$ cat config.mk
export PLATFORM = sky130hd
export DESIGN_NAME = iir_coeff_bank
export DESIGN_NICKNAME = d
export VERILOG_FILES = /design/src/rtl/iir_coeff_bank.sv
export SDC_FILE = /design/constraint.sdc
export NUM_CORES = 1
export LEC_CHECK = 0
export ABC_AREA = 1
export BUFFER_PORTS_ARGS = -buffer_cell sky130_fd_sc_hd__buf_2
export CORE_MARGIN = 3
export CORE_UTILIZATION = 60
export DETAILED_ROUTE_END_ITERATION = 8
export PLACE_DENSITY_LB_ADDON = 0.2
export SYNTH_ARGS = -nofsm -noshare
export SYNTH_HDL_FRONTEND = slang
export SYNTH_SLANG_ARGS = --single-unit
$ cat constraint.sdc
create_clock -name clk -period 18 [get_ports clk]
set_input_delay 0 -clock clk [delete_from_list [all_inputs] [get_ports clk]]
set_output_delay 0 -clock clk [all_outputs]
set_load 0.01 [all_outputs]
$ cat src/rtl/iir_coeff_bank.sv
// Double-buffered coefficient bank for the 2nd-order IIR filter. GPIO writes go to
// a shadow bank, and a commit edge copies the whole bank into the active registers.
module iir_coeff_bank #(
  parameter int COEFF_WIDTH  = 32,
  parameter int LOG_A0       = 30,
  parameter int RESET_GAIN   = 65536,
  parameter int FLUSH_CYCLES = 8
) (
  input  logic                   clk,
  input  logic                   rst,
  input  logic                   wr_en,
  input  logic [2:0]             wr_addr,
  input  logic [COEFF_WIDTH-1:0] wr_data,
  input  logic                   commit,
  input  logic                   sample_tick,
  input  logic                   err_clr,
  output logic [COEFF_WIDTH-1:0] b0,
  output logic [COEFF_WIDTH-1:0] b1,
  output logic [COEFF_WIDTH-1:0] b2,
  output logic [COEFF_WIDTH-1:0] a1,
  output logic [COEFF_WIDTH-1:0] a2,
  output logic [COEFF_WIDTH-1:0] gain,
  output logic                   filter_clr,
  output logic                   busy,
  output logic                   pending,
  output logic [15:0]            load_count,
  output logic [1:0]             err
);

  localparam int CNT_W = (FLUSH_CYCLES < 2) ? 1 : $clog2(FLUSH_CYCLES + 1);

  typedef enum logic [1:0] {
    IDLE  = 2'd0,
    ARMED = 2'd1,
    FLUSH = 2'd2
  } state_t;

  state_t                        state;
  state_t                        next_state;
  logic                          commit_d;
  logic                          req;
  logic                          req_bad;
  logic                          addr_ok;
  logic                          wr_ok;
  logic                          wr_bad;
  logic                          load;
  logic [CNT_W-1:0]              flush_cnt;
  logic signed [COEFF_WIDTH-1:0] shadow [6];

  // Reset image of the bank: b0 carries the normalisation 2^LOG_A0, gain is unity.
  function automatic logic signed [COEFF_WIDTH-1:0] reset_word(input int idx);
    case (idx)
      0:       reset_word = COEFF_WIDTH'(1) << LOG_A0;
      5:       reset_word = COEFF_WIDTH'(RESET_GAIN);
      default: reset_word = '0;
    endcase
  endfunction

  assign req     = commit & ~commit_d;
  assign req_bad = req & (state != IDLE);
  assign addr_ok = (wr_addr <= 3'd5);
  assign wr_ok   = wr_en & addr_ok & (state != ARMED);
  assign wr_bad  = wr_en & ~wr_ok;
  assign load    = (state == ARMED) & sample_tick;

  always_comb begin
    next_state = state;
    case (state)
      IDLE:    if (req) next_state = ARMED;
      ARMED:   if (sample_tick) next_state = (FLUSH_CYCLES > 0) ? FLUSH : IDLE;
      FLUSH:   if (flush_cnt == CNT_W'(1)) next_state = IDLE;
      default: next_state = IDLE;
    endcase
  end

  always_ff @(posedge clk or posedge rst) begin
    if (rst) begin
      state      <= IDLE;
      commit_d   <= 1'b0;
      flush_cnt  <= '0;
      busy       <= 1'b0;
      filter_clr <= 1'b0;
    end else begin
      state      <= next_state;
      commit_d   <= commit;
      busy       <= (next_state != IDLE);
      filter_clr <= (next_state == FLUSH);
      if (load)
        flush_cnt <= CNT_W'(FLUSH_CYCLES);
      else if (state == FLUSH)
        flush_cnt <= flush_cnt - CNT_W'(1);
    end
  end

  // Loads only happen in ARMED, where writes are refused, so a load never races a write.
  always_ff @(posedge clk or posedge rst) begin
    if (rst) begin
      for (int i = 0; i < 6; i++) shadow[i] <= reset_word(i);
      b0         <= reset_word(0);
      b1         <= reset_word(1);
      b2         <= reset_word(2);
      a1         <= reset_word(3);
      a2         <= reset_word(4);
      gain       <= reset_word(5);
      pending    <= 1'b0;
      load_count <= '0;
      err        <= '0;
    end else begin
      if (wr_ok) begin
        shadow[wr_addr] <= wr_data;
        pending         <= 1'b1;
      end
      if (load) begin
        b0         <= shadow[0];
        b1         <= shadow[1];
        b2         <= shadow[2];
        a1         <= shadow[3];
        a2         <= shadow[4];
        gain       <= shadow[5];
        pending    <= 1'b0;
        load_count <= load_count + 16'd1;
      end
      err <= (err_clr ? 2'b00 : err) | {req_bad, wr_bad};
    end
  end

endmodule

==> impl_metrics.json, run 1 <==
{
  "synth_fp_nets": 1654,
  "layout_common_cells": "808 x nand2_1, 408 x dfrtp_1, 253 x buf_2",
  "status": "finished clean",
  "grt_max_degree": 123,
  "synth_area_mm2": 0.0153,
  "startpoint_type": "input port",
  "rsz0062_at_grt": "false",
  "maxCapViolCount": 0,
  "synthArstFlopShare": 1.00,
  "timing_hold_violations_final": 0,
  "ys_seq_area_frac": 0.674,
  "insertedDiodeCount": 0,
  "port_buffers": 253,
  "routed_via_density": 5.26,
  "combPwrFrac": 0.251,
  "area_growth_pct": 20.3,
  "dp_hpwl_um": 22100,
  "ant_nets": 0,
  "grt-ovfl-total": 0,
  "holdWs_ps": 27.2,
  "totalWireLength_um": 36900,
  "layout_commonest_cell": "nand2_1",
  "seqCellArea_mm2": 0.0103,
  "cp.required_ps": 18480,
  "die_h_um": 166,
  "drc": 0,
  "slew_headroom": 0.256,
  "ioPinCount": 254,
  "place.gp.congestion": 0.848,
  "fin_crit_sh": 0.193,
  "dp_cells": 2116,
  "drv_slew": 0,
  "hold_depth": 4,
  "p_total_mw": 3.10,
  "syn_area_per_cell_um2": 9.50,
  "grt_pass1_wl_um": 61400,
  "worst_setup_path_end_kind": "asynchronous set/reset pin",
  "post_cts_buffers": 0,
  "p_int_mw": 2.08,
  "final_util": 0.746,
  "first_pass_iters": 5,
  "synth-edff-count": 0,
  "dr_total_vias": 11700,
  "ys_ff_latch": 412,
  "skew_ps": 14.1,
  "htree_levels": 2,
  "wl_per_cell_um": 16.6,
  "drt-initial-drc-count": 1371,
  "power_density_mw_per_mm2": 168,
  "max-clock-path-buffers": 3,
  "num-nets-final": 1916,
  "cp_max_fo": 102,
  "cts-root-buf": "clkbuf_16",
  "grt_pass1_vias": 11700,
  "multi_input_area_mm2": 0.00449,
  "antenna_found_initial": 0,
  "clock-sinks": 412,
  "core-area_mm2": 0.0247,
  "yosysUniqueCellTypes": 25,
  "synth_cells": 1610,
  "r2r.worst_path.cells": 6,
  "vdd_drop_max_v": 0.000107,
  "leakage_nw": 10.2,
  "setup_tns_ps": 0,
  "p_switching_mw": 1.02,
  "yosysWarnings": 0,
  "row_count": 57,
  "clk_latency_ps": 520,
  "drive_above_1_share": 0.175,
  "synth_flop_cell": "dfrtp_1",
  "setup-violations-final": 0,
  "worstMarginPinSlew_ps": 1120,
  "p_seq_frac": 0.488,
  "final_cells": 2222,
  "p_sw_frac": 0.330,
  "p_clk_frac": 0.261,
  "clk_pin_slew_worst_paths_ps": 60,
  "max_freq_mhz": 288,
  "path_class": "input port to asynchronous set/reset pin",
  "cts-buffers-inserted": 41,
  "min_period_ps": 3470,
  "die_w_um": 166,
  "die-area_mm2": 0.0274,
  "tritoncts": "done",
  "critPathArrivalTime_ps": 3950,
  "filler_cell_count": 1769,
  "worstHoldPathType": "input port to flop",
  "start_util": 0.620,
  "grt_usage": 0.272
}
[stage by stage]
step	setup slack [ps]	area (um^2)
after floorplan	6540	15300
after global placement	14300	16800
after detailed placement	14280	16800
after CTS	14300	18400
after global routing	13880	18400
final	14530	18400
[cells in the mapped netlist (2+ instances only)]
library cell	number	share of area
nand2_1	808	0.20
dfrtp_1	408	0.67
o21ai_0	179	0.059
inv_1	57	0.014
clkbuf_1	40	0.0098
buf_2	31	0.010
o21ai_1	20	0.0065
nand3_1	10	0.0033
nor2_1	10	0.0025
buf_1	8	0.0020
xnor2_1	8	0.0046
nand4_2	6	0.0049
dfstp_2	4	0.0069
ha_1	3	0.0025
nand4_1	3	0.0012
xor2_1	3	0.0017
a21oi_1	2	0.00065
nand3b_1	2	0.00098
o22ai_1	2	0.00082
[kinds of logic after synthesis]
family / count (synthesis) / synth area share
AND/OR/NAND/NOR: 842 / 0.212
flip-flops: 412 / 0.674
AO/OA/AOI/OAI: 205 / 0.0683
buffers and inverters: 137 / 0.0362
XOR/XNOR: 11 / 0.00630
adder cells (fa/ha/maj): 3 / 0.00245
[final cells by class]
| type | count | area share |
|---|---|---|
| clock buffer | 65 | 0.0666 |
| clock inverter | 4 | 0.00245 |
| inverter | 58 | 0.0125 |
| multi-input combinational | 1061 | 0.244 |
| sequential | 412 | 0.560 |
| tap | 324 | 0.0220 |
| timing repair buffer | 298 | 0.0922 |
[power by group through the flow]
stage,registers [mW],logic (mW),clock network [mW]
floorplan,1.56,0.367,0
global placement,1.51,0.746,0
detailed placement,1.51,0.777,0
CTS,1.51,0.791,0.821
global route,1.55,0.886,0.863
finish,1.51,0.777,0.810
[routing by layer]
| metal | GRT usage | part of all wire |
|---|---|---|
| met5 | 0 | 0 |
| met4 | 0.0835 | 0.029 |
| met3 | 0.0484 | 0.062 |
| met2 | 0.442 | 0.48 |
| met1 | 0.382 | 0.43 |
[path summary, 6_finish.rpt]
path                                    startpoint                          to  slack [ps]
max                                            rst     shadow[145]$_DFFE_PP0P_       14530
min                                          wr_en         pending$_DFFE_PP0P_          30
max reg2reg                     state[1]$_DFF_PP0_   load_count[2]$_DFFE_PP0P_       14880
min reg2reg                shadow[190]$_DFFE_PP1P_          b0[30]$_DFFE_PP1P_         460
max in group clk                state[1]$_DFF_PP0_   load_count[2]$_DFFE_PP0P_       14880
min in group asynchronous                      rst  load_count[15]$_DFFE_PP0P_         120
[worst max-delay path, stage by stage]
cell           delay (ps)
dlygate4sd3_1         540
buf_2                 150
inv_8                 430
buf_4                 930
buf_4                 860
buf_4                 930
[registers in the layout (all words and copies together) (netlist names), 16 cells and up]
name	count
a1	32
gain	32
load_count	16
b2	32
b0	32
b1	32
a2	32
shadow	192
[timing repair]
item / 4_1_cts / 5_1_grt
hold buffers: 37 / 0
endpoints found under the hold margin: 298 / 0
resized for setup: 0 / 0
(Power assumes the default switching activity.)
==> run 2: changes to the inputs <==
--- a/config.mk
+++ b/config.mk
@@ -8,7 +8,7 @@
 export ABC_AREA = 1
 export BUFFER_PORTS_ARGS = -buffer_cell sky130_fd_sc_hd__buf_2
 export CORE_MARGIN = 3
-export CORE_UTILIZATION = 60
+export CORE_UTILIZATION = 56
 export DETAILED_ROUTE_END_ITERATION = 8
 export PLACE_DENSITY_LB_ADDON = 0.2
 export SYNTH_ARGS = -nofsm -noshare
==> constraint.sdc (replaced) <==
create_clock -name clk -period 3.55 [get_ports clk]
set_input_delay 0 -clock clk [delete_from_list [all_inputs] [get_ports clk]]
set_output_delay 0 -clock clk [all_outputs]
set_load 0.01 [all_outputs]
==> impl_metrics.json, run 2 (synthesis gave the netlist of run 1 again) <==
{
  "post-route-cell-area_mm2": 0.0186,
  "max_freq_mhz": 431,
  "skew_ps": 10.6,
  "path_class": "flop to flop",
  "cts-root-buf": "clkbuf_16",
  "totalWireLength_um": 36500,
  "worst_setup_path_end_kind": "flop",
  "dp_hpwl_um": 22000,
  "power_density_mw_per_mm2": 859,
  "place.gp.congestion": 0.785,
  "setup-violations-final": 0,
  "die-area_mm2": 0.0293,
  "placed_cell_area_mm2": 0.0169,
  "clock-sinks": 412,
  "vdd_drop_max_v": 0.000496,
  "p_total_mw": 16.0,
  "first_pass_iters": 5,
  "drt-initial-drc-count": 1249,
  "leakage_nw": 10.2,
  "critPathArrivalTime_ps": 2720,
  "largest_reg_flops": 192,
  "layout_common_cells": "808 x nand2_1, 408 x dfrtp_1, 253 x buf_2",
  "tritoncts": "done",
  "slew_headroom": 0.365,
  "insertedDiodeCount": 0,
  "row_count": 59,
  "antenna_found_initial": 0,
  "grt_usage": 0.255,
  "worstHoldPathType": "input port to asynchronous set/reset pin",
  "ant_nets": 0,
  "core-area_mm2": 0.0264,
  "cp.required_ps": 3940,
  "timing_hold_violations_final": 0,
  "rsz0062_at_grt": "false",
  "cts-buffers-inserted": 42,
  "clk_latency_ps": 530,
  "die_h_um": 171,
  "startpoint_type": "flop",
  "maxCapViolCount": 0,
  "layout_commonest_cell": "nand2_1",
  "reg2reg_from": "state[0]$_DFF_PP0_",
  "fin_crit_sh": 0.654,
  "routed_via_density": 5.23,
  "area_growth_pct": 21.6,
  "drv_slew": 0,
  "htree_levels": 2,
  "drive_above_1_share": 0.181,
  "max-clock-path-buffers": 3,
  "port_buffers": 253,
  "cp-startpoint": "state[0]$_DFF_PP0_",
  "wl_per_cell_um": 16.3,
  "regMostFlops": "shadow",
  "cp_max_fo": 64,
  "grt-ovfl-total": 0,
  "post-place-ws_ps": 1210,
  "clk_pin_slew_worst_paths_ps": 60,
  "status": "finished clean",
  "grt_max_degree": 182,
  "drc": 0,
  "min_period_ps": 2320,
  "worstMarginPinSlew_ps": 953,
  "holdWs_ps": 46.3,
  "start_util": 0.579,
  "fin_ws_ps": 1230,
  "num-nets-final": 1920,
  "ioPinCount": 254,
  "dr_total_vias": 11700,
  "grt_pass1_vias": 11600,
  "grt_pass1_wl_um": 60000,
  "die_w_um": 171
}
## run 2: cell count changes in the layout (fill, tap and decap cells not counted), sizes merged
cell	delta
clkinv	+3
clkbuf	-5
bufinv	+2
clkinvlp	+2
buf	+3
## run 2: per-layer routing
metal	share of wire	vias to the layer above	track usage
li1	-	5547	-
met1	0.44	5735	0.367
met2	0.48	361	0.417
met3	0.058	58	0.0402
met4	0.020	0	0.0626
met5	0	-	0
## run 2: final timing paths
| check | end | cells past startpoint | slack, ps |
|---|---|---|---|
| max in group asynchronous | a1[18]$_DFFE_PP0P_ | 4 | 2380 |
| hold / removal | load_count[1]$_DFFE_PP0P_ | 3 | 50 |
| setup / recovery | shadow[13]$_DFFE_PP0P_ | 3 | 1230 |
| setup reg to reg | shadow[13]$_DFFE_PP0P_ | 3 | 1230 |
| hold reg to reg | b0[23]$_DFFE_PP0P_ | 2 | 460 |
| min in group clk | pending$_DFFE_PP0P_ | 4 | 50 |
## run 2: worst max-delay path: stages, from the launching register on
cell	delay (ps)
dfrtp_1	450
a21boi_4	420
nand4_4	790
o21ai_0	520
## run 2: cell type report
type,instances,area [um^2]
inverters,58,226
repair buffers,301,1770
flip-flops and latches,412,10300
clock inverters,11,136
well taps,335,419
clock buffers,60,1240
multi-input cells,1061,4490
fillers,1989,7830
## run 2: timing repair
action	4_1_cts	5_1_grt
hold buffers	37	0
resized for setup	0	0
setup buffers	0	0
hold endpoints to repair	337	0
## run 2: through the flow
step / util / std cells / setup TNS (ps)
6_report: 0.704 / 2238 / 0
5_1_grt: 0.704 / 2238 / 0
4_1_cts: 0.704 / 2238 / 0
3_5_place_dp: 0.638 / 2130 / 0
3_3_place_gp: 0.638 / 2130 / 0
2_1_floorplan: - / 1610 / -818020
## run 2: power breakdown
| group | switching (mW) | internal [mW] | leakage [nW] |
|---|---|---|---|
| logic | 2.36 | 1.59 | 4.32 |
| registers | 1.12 | 6.52 | 5.24 |
| clock network | 1.74 | 2.63 | 0.681 |
==> run 3: changes to the inputs <==
--- a/config.mk
+++ b/config.mk
@@ -8,7 +8,7 @@
 export ABC_AREA = 1
 export BUFFER_PORTS_ARGS = -buffer_cell sky130_fd_sc_hd__buf_2
 export CORE_MARGIN = 3
-export CORE_UTILIZATION = 56
+export CORE_UTILIZATION = 50
 export DETAILED_ROUTE_END_ITERATION = 8
 export PLACE_DENSITY_LB_ADDON = 0.2
 export SYNTH_ARGS = -nofsm -noshare
==> constraint.sdc (replaced) <==
create_clock -name clk -period 1.9 [get_ports clk]
set_input_delay 0 -clock clk [delete_from_list [all_inputs] [get_ports clk]]
set_output_delay 0 -clock clk [all_outputs]
set_load 0.01 [all_outputs]
==> impl_metrics.json, run 3 (synthesis gave the netlist of run 1 again) <==
{
  "start_util": 0.512,
  "worstHoldPathType": "input port to asynchronous set/reset pin",
  "critPathArrivalTime_ps": 2080,
  "grt-ovfl-total": 0,
  "cts-root-buf": "clkbuf_16",
  "grt_max_degree": 103,
  "slew_headroom": 0.617,
  "clock-sinks": 412,
  "totalWireLength_um": 36900,
  "startpoint_type": "flop",
  "drc": 0,
  "clk_latency_ps": 530,
  "min_period_ps": 1680,
  "regMostFlops": "shadow",
  "antenna_found_initial": 1,
  "combPwrFrac": 0.252,
  "die_w_um": 181,
  "setup-violations-final": 0,
  "slowest_stage": "nor2_1",
  "vdd_drop_max_v": 0.000892,
  "cts-buffers-inserted": 42,
  "cp.required_ps": 2300,
  "tritoncts": "done",
  "drive_above_1_share": 0.184,
  "port_buffers": 253,
  "skew_ps": 10.3,
  "cp_cell_sequence": "inv_1, nand3_4, nor2_1, nand2_1, o21ai_0, nand2_1",
  "grt_pass1_vias": 11700,
  "path_class": "flop to flop",
  "cp_slowest_stage_delay_ps": 390,
  "p_seq_frac": 0.483,
  "cp_max_fo": 7,
  "cp-startpoint": "state[1]$_DFF_PP0_",
  "post_cts_resized": 0,
  "p_int_mw": 19.8,
  "p_sw_frac": 0.328,
  "grt_usage": 0.227,
  "dr_total_vias": 11700,
  "setup_tns_ps": 0,
  "dp_hpwl_um": 24100,
  "power_density_mw_per_mm2": 1570,
  "die-area_mm2": 0.0327,
  "critical_path_buf_inv_count": 1,
  "post-route-cell-area_mm2": 0.0189,
  "wl_per_cell_um": 15.9,
  "area_growth_pct": 23.3,
  "die_h_um": 181,
  "ant_nets": 0,
  "grt_pass1_wl_um": 61200,
  "reg2reg_from": "state[1]$_DFF_PP0_",
  "rsz0062_at_grt": "false",
  "placed_cell_area_mm2": 0.0172,
  "largest_reg_flops": 192,
  "crit_family": "simple AND/OR/NAND/NOR gates",
  "post_cts_buffers": 0,
  "layout_common_cells": "808 x nand2_1, 408 x dfrtp_1, 253 x buf_2",
  "cp_common_cell": "nand2_1",
  "core-area_mm2": 0.0299,
  "p_clk_frac": 0.265,
  "routed_via_density": 5.03,
  "first_pass_iters": 6,
  "p_switching_mw": 9.71,
  "max-clock-path-buffers": 3,
  "max_freq_mhz": 596,
  "timing_hold_violations_final": 0,
  "htree_levels": 2,
  "maxCapViolCount": 0,
  "num-nets-final": 1938,
  "fin_crit_sh": 0.882,
  "leakage_nw": 10.3,
  "layout_commonest_cell": "nand2_1",
  "status": "finished clean",
  "place.gp.congestion": 0.800,
  "ioPinCount": 254,
  "filler_cell_count": 2486,
  "worst_setup_path_end_kind": "flop",
  "drt-initial-drc-count": 792,
  "drv_slew": 0,
  "clk_pin_slew_worst_paths_ps": 60,
  "row_count": 63,
  "worstMarginPinSlew_ps": 575
}
run 3: per-stage QoR:
stage	setup WS, ps	hold WS, ps	utilization	power (mW)	std cells
global route	49.7	35.1	0.631	31.6	2316
finish	223	15.7	0.631	29.6	2316
CTS	219	4.91	0.631	29.9	2315
detailed placement	227	7.82	0.575	21.9	2203
global placement	267	9.95	0.575	21.5	2203
floorplan	-3650	31.4	-	18.3	1610
run 3: layout make-up:
| cell class | instances | area (um^2) | share of cell area |
|---|---|---|---|
| Multi-Input combinational cell | 1061 | 4490 | 0.238 |
| Inverter | 58 | 226 | 0.0120 |
| Tap cell | 390 | 488 | 0.0259 |
| Clock buffer | 69 | 1240 | 0.0659 |
| Clock inverter | 6 | 62.6 | 0.00332 |
| Timing Repair Buffer | 319 | 2030 | 0.108 |
| Antenna cell | 1 | 2.50 | 0.000133 |
| Sequential cell | 412 | 10300 | 0.547 |
run 3: final timing paths:
kind	cells past startpoint	end	slack [ps]
max in group asynchronous	4	shadow[77]$_DFFE_PP0P_	1010
hold / removal	3	gain[1]$_DFFE_PP0P_	20
min in group clk	4	shadow[158]$_DFFE_PP0P_	40
setup reg to reg	6	load_count[13]$_DFFE_PP0P_	220
setup / recovery	6	load_count[13]$_DFFE_PP0P_	220
hold reg to reg	2	gain[16]$_DFFE_PP1P_	460
run 3: layer usage:
layer / global-route usage / vias to the layer above / routed length, um
met3: 0.0401 / 47 / 1940
met5: 0 / - / 0
met2: 0.365 / 301 / 17500
met1: 0.324 / 5716 / 16700
met4: 0.0611 / 0 / 757
li1: - / 5594 / -
run 3: tightest hold or removal path, cell delays in order:
cell           delay (ps)
dlygate4sd3_1         530
buf_2                 130
clkinvlp_4            270
run 3: power groups by stage:
stage	Combinational, mW	Clock, mW	Sequential (mW)
after global placement	7.26	0	14.3
after detailed placement	7.52	0	14.3
after floorplan	3.48	0	14.8
after CTS	7.62	8.00	14.2
after global routing	8.54	8.41	14.6
final	7.46	7.83	14.3
run 3: repair_timing:
item	4_1_cts	5_1_grt
hold endpoints to repair	454	0
hold buffers	37	0
endpoints found under the setup margin	0	0
